[config.mk]
export PLATFORM = sky130hd
export DESIGN_NAME = inst_loader
export DESIGN_NICKNAME = d
export VERILOG_FILES = /design/src/rtl/inst_loader.sv
export SDC_FILE = /design/constraint.sdc
export NUM_CORES = 1
export LEC_CHECK = 0
export ABC_CLOCK_PERIOD_IN_PS = 4100
export CAP_MARGIN = 20
export CORE_ASPECT_RATIO = 0.5
export CORE_MARGIN = 2
export CORE_UTILIZATION = 53
export CTS_BUF_LIST = sky130_fd_sc_hd__clkbuf_8
export DETAILED_ROUTE_END_ITERATION = 8
export PLACE_DENSITY_LB_ADDON = 0.08
export SLEW_MARGIN = 20
export SYNTH_ARGS = -nofsm -noshare
export SYNTH_HDL_FRONTEND = slang
export SYNTH_SLANG_ARGS = --single-unit
export TNS_END_PERCENT = 100
[constraint.sdc]
create_clock -name clock_i -period 4.1 [get_ports clock_i]
set_clock_uncertainty 0.1 [all_clocks]
set_input_delay 0.82 -clock clock_i [delete_from_list [all_inputs] [get_ports clock_i]]
set_output_delay 0.82 -clock clock_i [all_outputs]
set_load 0.01 [all_outputs]
[src/rtl/inst_loader.sv]
// Instruction loader: takes a count byte and then little-endian instruction bytes from the UART and writes whole words to instruction memory.
// Optional inter-byte watchdog is compiled in with `define LOADER_TIMEOUT_EN (limit set by TIMEOUT_CYCLES).
module inst_loader #(
   parameter int NB_DATA        = 32,
   parameter int N_BITS_DATA    = 8,
   parameter int N_BYTES        = 4,
   parameter int MAX_INST       = 64,
   parameter int TIMEOUT_CYCLES = 1000000
) (
   input  logic                   clock_i,
   input  logic                   reset_i,
   input  logic                   start_i,
   input  logic [N_BITS_DATA-1:0] rx_data_i,
   input  logic                   rx_valid_i,
   output logic                   en_write_o,
   output logic [NB_DATA-1:0]     address_o,
   output logic [NB_DATA-1:0]     inst_load_o,
   output logic [N_BITS_DATA-1:0] n_inst_o,
   output logic                   busy_o,
   output logic                   done_o,
   output logic                   err_o,
   output logic [2:0]             state_o
);

   // Handshake: a byte is accepted in any cycle where rx_valid_i is high and the FSM is in
   // WAIT_COUNT, RECV or WRITE; there is no back-pressure, so the sender never stalls.
   typedef enum logic [2:0] {IDLE, WAIT_COUNT, RECV, WRITE, DONE} state_t;

   localparam int BC_W = $clog2(N_BYTES + 1);
   localparam int WC_W = $clog2(MAX_INST + 1);
   localparam logic [BC_W-1:0] LAST_BYTE = BC_W'(N_BYTES - 1);

   state_t            state, state_n;
   logic [BC_W-1:0]   byte_cnt;
   logic [WC_W-1:0]   word_cnt;
   logic [WC_W-1:0]   word_cnt_inc;
   logic              count_bad;
   logic              err_n;
   logic              err_q;
   logic              timeout;

   assign word_cnt_inc = word_cnt + 1'b1;
   assign count_bad    = (rx_data_i == '0) || (int'(rx_data_i) > MAX_INST);

`ifdef LOADER_TIMEOUT_EN
   localparam int TO_W = $clog2(TIMEOUT_CYCLES + 1);
   logic [TO_W-1:0] wdog;

   // Counts consecutive byte-less cycles while waiting for input; any accepted byte restarts it.
   always_ff @(posedge clock_i or negedge reset_i) begin
      if (!reset_i)
         wdog <= '0;
      else if ((state == WAIT_COUNT || state == RECV) && !rx_valid_i)
         wdog <= wdog + 1'b1;
      else
         wdog <= '0;
   end

   assign timeout = (wdog == TO_W'(TIMEOUT_CYCLES - 1));
`else
   assign timeout = 1'b0;
`endif

   always_ff @(posedge clock_i or negedge reset_i) begin
      if (!reset_i)
         state <= IDLE;
      else
         state <= state_n;
   end

   always_comb begin
      state_n = state;
      err_n   = 1'b0;
      case (state)
         IDLE: begin
            if (start_i) state_n = WAIT_COUNT;
         end
         WAIT_COUNT: begin
            if (rx_valid_i) begin
               if (count_bad) begin
                  state_n = IDLE;
                  err_n   = 1'b1;
               end else begin
                  state_n = RECV;
               end
            end else if (timeout) begin
               state_n = IDLE;
               err_n   = 1'b1;
            end
         end
         RECV: begin
            if (rx_valid_i) begin
               if (byte_cnt == LAST_BYTE) state_n = WRITE;
            end else if (timeout) begin
               state_n = IDLE;
               err_n   = 1'b1;
            end
         end
         WRITE: begin
            if (int'(word_cnt_inc) == int'(n_inst_o)) state_n = DONE;
            else                                      state_n = RECV;
         end
         DONE:    state_n = IDLE;
         default: state_n = IDLE;
      endcase
   end

   always_ff @(posedge clock_i or negedge reset_i) begin
      if (!reset_i) begin
         byte_cnt    <= '0;
         word_cnt    <= '0;
         n_inst_o    <= '0;
         inst_load_o <= '0;
         address_o   <= '0;
         err_q       <= 1'b0;
      end else begin
         err_q <= err_n;
         case (state)
            WAIT_COUNT: begin
               if (rx_valid_i) begin
                  n_inst_o <= rx_data_i;
                  byte_cnt <= '0;
                  word_cnt <= '0;
               end
            end
            RECV: begin
               if (rx_valid_i) begin
                  inst_load_o[int'(byte_cnt)*N_BITS_DATA +: N_BITS_DATA] <= rx_data_i;
                  if (byte_cnt == LAST_BYTE) begin
                     byte_cnt  <= '0;
                     address_o <= NB_DATA'(word_cnt) << 2;
                  end else begin
                     byte_cnt <= byte_cnt + 1'b1;
                  end
               end
            end
            WRITE: begin
               // A byte landing in the write cycle already belongs to the next word.
               word_cnt <= word_cnt_inc;
               if (rx_valid_i) begin
                  inst_load_o[N_BITS_DATA-1:0] <= rx_data_i;
                  byte_cnt <= BC_W'(1);
               end else begin
                  byte_cnt <= '0;
               end
            end
            default: ;
         endcase
      end
   end

   assign en_write_o = (state == WRITE);
   assign done_o     = (state == DONE);
   assign busy_o     = (state != IDLE);
   assign err_o      = err_q;
   assign state_o    = state;

endmodule

==> flow_summary.ini <==
[status]
outcome = complete, no violations

[route]
ant_nets = 0
drc = 0
first_pass_iters = 4
drtIter0Drc = 85
wl_per_cell_um = 16.0
vias = 2286
viasPerCell = 5.34
routed_wirelength_um = 6840

[pwr]
powerDensity_nw_per_um2 = 670
p_leak_nw = 1.74
ir_drop_mv = 0.405

[die]
io_pins = 91
rows = 19
die_h_um = 57.9
die_w_um = 112
coreArea_um2 = 5540
die-area_um2 = 6470
start_util_pct = 55.6

[cts]
h-tree-depth = 3
cts_setup_buffers = 0
root_buffer = clkbuf_8
cts_tree = done
ctsResizeCount = 0
cts_sinks = 61
cts_hold_buf = 0
cts.clk_slew.worst_paths_ns = 0.07
cts_buffer_depth = 2
clock_latency_ns = 0.32
cts_buffers = 9

[finish]
seq_area_um2 = 1530
n_antenna_cell = 0
postLayoutCoreUtil_pct = 69.9
nNetsFinal = 366
multiInputGateArea_um2 = 1350
fin_cells = 428
area_delta_synth_final_pct = 25.8
fillers = 408
layout-drive-gt1-share_pct = 17.5

[sta]
hold_viol = 0
slew-limit-headroom_pct = 40.6
final.min_clock_period_ns = 2.95
max_freq_mhz = 339
report.final.slew_viol_count = 0
worst_slack_ns = 1.15
holdWs_ns = 0.385
post-route-period-util_pct = 72.0
tightest_slew_ns = 0.891
final.setup.tns_ns = 0
finalSetupViolCount = 0
rsz0062_at_grt = no

[synthesis]
seq_area_frac_synth_pct = 49.6
synth_edf_count = 0
synth-async-reset-ratio_pct = 100
synth-seq-cells = 61
synthCells = 283
syn_area_um2 = 3080
synth-main-ff-cell = dfrtp_1
yosysTopAreaCell = dfrtp_1
synth_area_per_cell_um2 = 10.9
synth.distinct_cells = 48
synth_top_area_share_pct = 49.6
synthTopCellsByArea = dfrtp_1, mux2_2, buf_4
yosys_warnings = 0

[grt]
grt_pass1_vias = 2177
grt_remaining_overflow = 0
grt_usage_pct = 22.2
antenna_found_initial = 0
grt_pass1_wl_um = 11200
grt_max_degree = 41

[place]
hpwl_um = 4830
dp.cells = 411
gp_congestion = 0.854
dpl_worst_slack_ns = 1.40
io_buffers = 65

[worst_setup_path]
crit_path_cell_trace = nand2_1 -> or2_1 -> inv_4 -> clkdlybuf4s50_1
crit_fanout = 13
critPathMaxStageDelay_ns = 0.57
critPathSlowestCell = dfrtp_1
critPathKind = register to output pin
crit_arrival_ns = 2.03
worstPathRequired_ns = 3.18
cp-start-kind = register
cp-end-kind = output pin

[job]
drv_cap = 0

[min_path]
hold_path.class = register to register
final timing paths:
path	slack [ns]	cells after the start	end	start
worst max-delay path	1.15	4	en_write_o	state_o[0]
max in group asynchronous	2.56	2	address_o[5]	reset_i
worst min-delay path	0.39	2	inst_load_o[1]	inst_load_o[1]
min in group asynchronous	0.52	1	inst_load_o[17]	reset_i
worst max register to register	1.72	7	inst_load_o[5]	byte_cnt[0]
worst min register to register	0.39	2	inst_load_o[1]	inst_load_o[1]
sequential cells by signal, summed over array words and instances (netlist names):
register	count
byte_cnt	3
err_o	1
address_o	7
word_cnt	7
n_inst_o	8
state_o	3
inst_load_o	32
cell usage after synthesis (2+ instances only):
cell type / count
a21o_1: 3
a21oi_1: 3
a31oi_1: 2
and3_1: 2
buf_2: 5
buf_4: 28
buf_6: 3
dfrtp_1: 61
ha_1: 4
inv_1: 6
mux2_2: 31
mux2i_1: 2
nand2_1: 44
nand2b_1: 2
nand3_1: 8
nor2_1: 9
nor3_1: 3
nor3b_1: 2
nor4_2: 2
o211ai_1: 2
o21ai_0: 15
o21ai_1: 7
o21ai_2: 4
o22ai_1: 3
o31ai_1: 2
or2_1: 3
xnor2_1: 3
xor2_1: 4
per-layer routing:
layer	vias up	GRT usage (%)	share of wire, %
met3	6	5.23	5.9
met1	1129	31.0	47
met2	82	35.9	47
li1	1069	-	-
met4	0	5.64	0.53
met5	-	0	0
per-stage QoR:
stage                     power [W]  instance area (um2)
after global placement      0.00198                 3650
after floorplan             0.00157                 3170
final                       0.00259                 3870
after detailed placement    0.00202                 3650
after CTS                   0.00261                 3870
after global routing        0.00275                 3870
worst max-delay path: cells and delay by family, from the launching register on:
family / cells / cell delay (ns)
buffers and inverters: 2 / 0.72
flip-flops: 1 / 0.57
AND/OR/NAND/NOR: 2 / 0.41
final cells by class:
class,instances,share of cell area [%]
clock inverter,7,2.33
tap,73,2.36
multi-input combinational,203,34.7
timing repair buffer,68,17.2
clock buffer,9,3.20
inverter,7,0.743
sequential,61,39.4
cells in the final DEF, fill, tap and decap left out, drive strengths merged, types with 2 or more instances in the layout:
| cell | count |
|---|---|
| a21oi | 3 |
| a21o | 3 |
| clkbuf | 9 |
| a31oi | 2 |
| clkinvlp | 2 |
| nor3 | 3 |
| mux2i | 2 |
| clkdlybuf4s50 | 64 |
| xnor2 | 3 |
| dfrtp | 61 |
| o31ai | 2 |
| and3 | 2 |
| nand3 | 9 |
| o21ai | 26 |
| nand2b | 2 |
| nand2 | 44 |
| bufinv | 2 |
| o22ai | 3 |
| nor2 | 9 |
| conb | 25 |
| ha | 4 |
| mux2 | 31 |
| o211ai | 2 |
| or2 | 3 |
| inv | 7 |
| nand3b | 2 |
| buf | 4 |
| clkinv | 3 |
| nor3b | 2 |
| nor4 | 2 |
| xor2 | 4 |
cells by family (layout without fill, tap and decap cells):
kind of cell | count (synthesis) | in the layout | share of synthesized area (%)
AO/OA/AOI/OAI | 49 | 49 | 10.2
XOR/XNOR | 7 | 7 | 1.99
other | 1 | 25 | 0.122
adder cells (fa/ha/maj) | 4 | 4 | 1.63
flip-flops | 61 | 61 | 49.6
multiplexers | 33 | 33 | 12.0
buffers and inverters | 43 | 91 | 9.67
AND/OR/NAND/NOR | 85 | 85 | 14.8
where the power goes:
part	internal [W]	switching [W]	leakage [nW]
clock network	0.000339	0.000242	0.105
logic	0.000569	0.000483	0.827
registers	0.000782	0.000179	0.807
No activity file was read; power rests on OpenSTA's default activity.
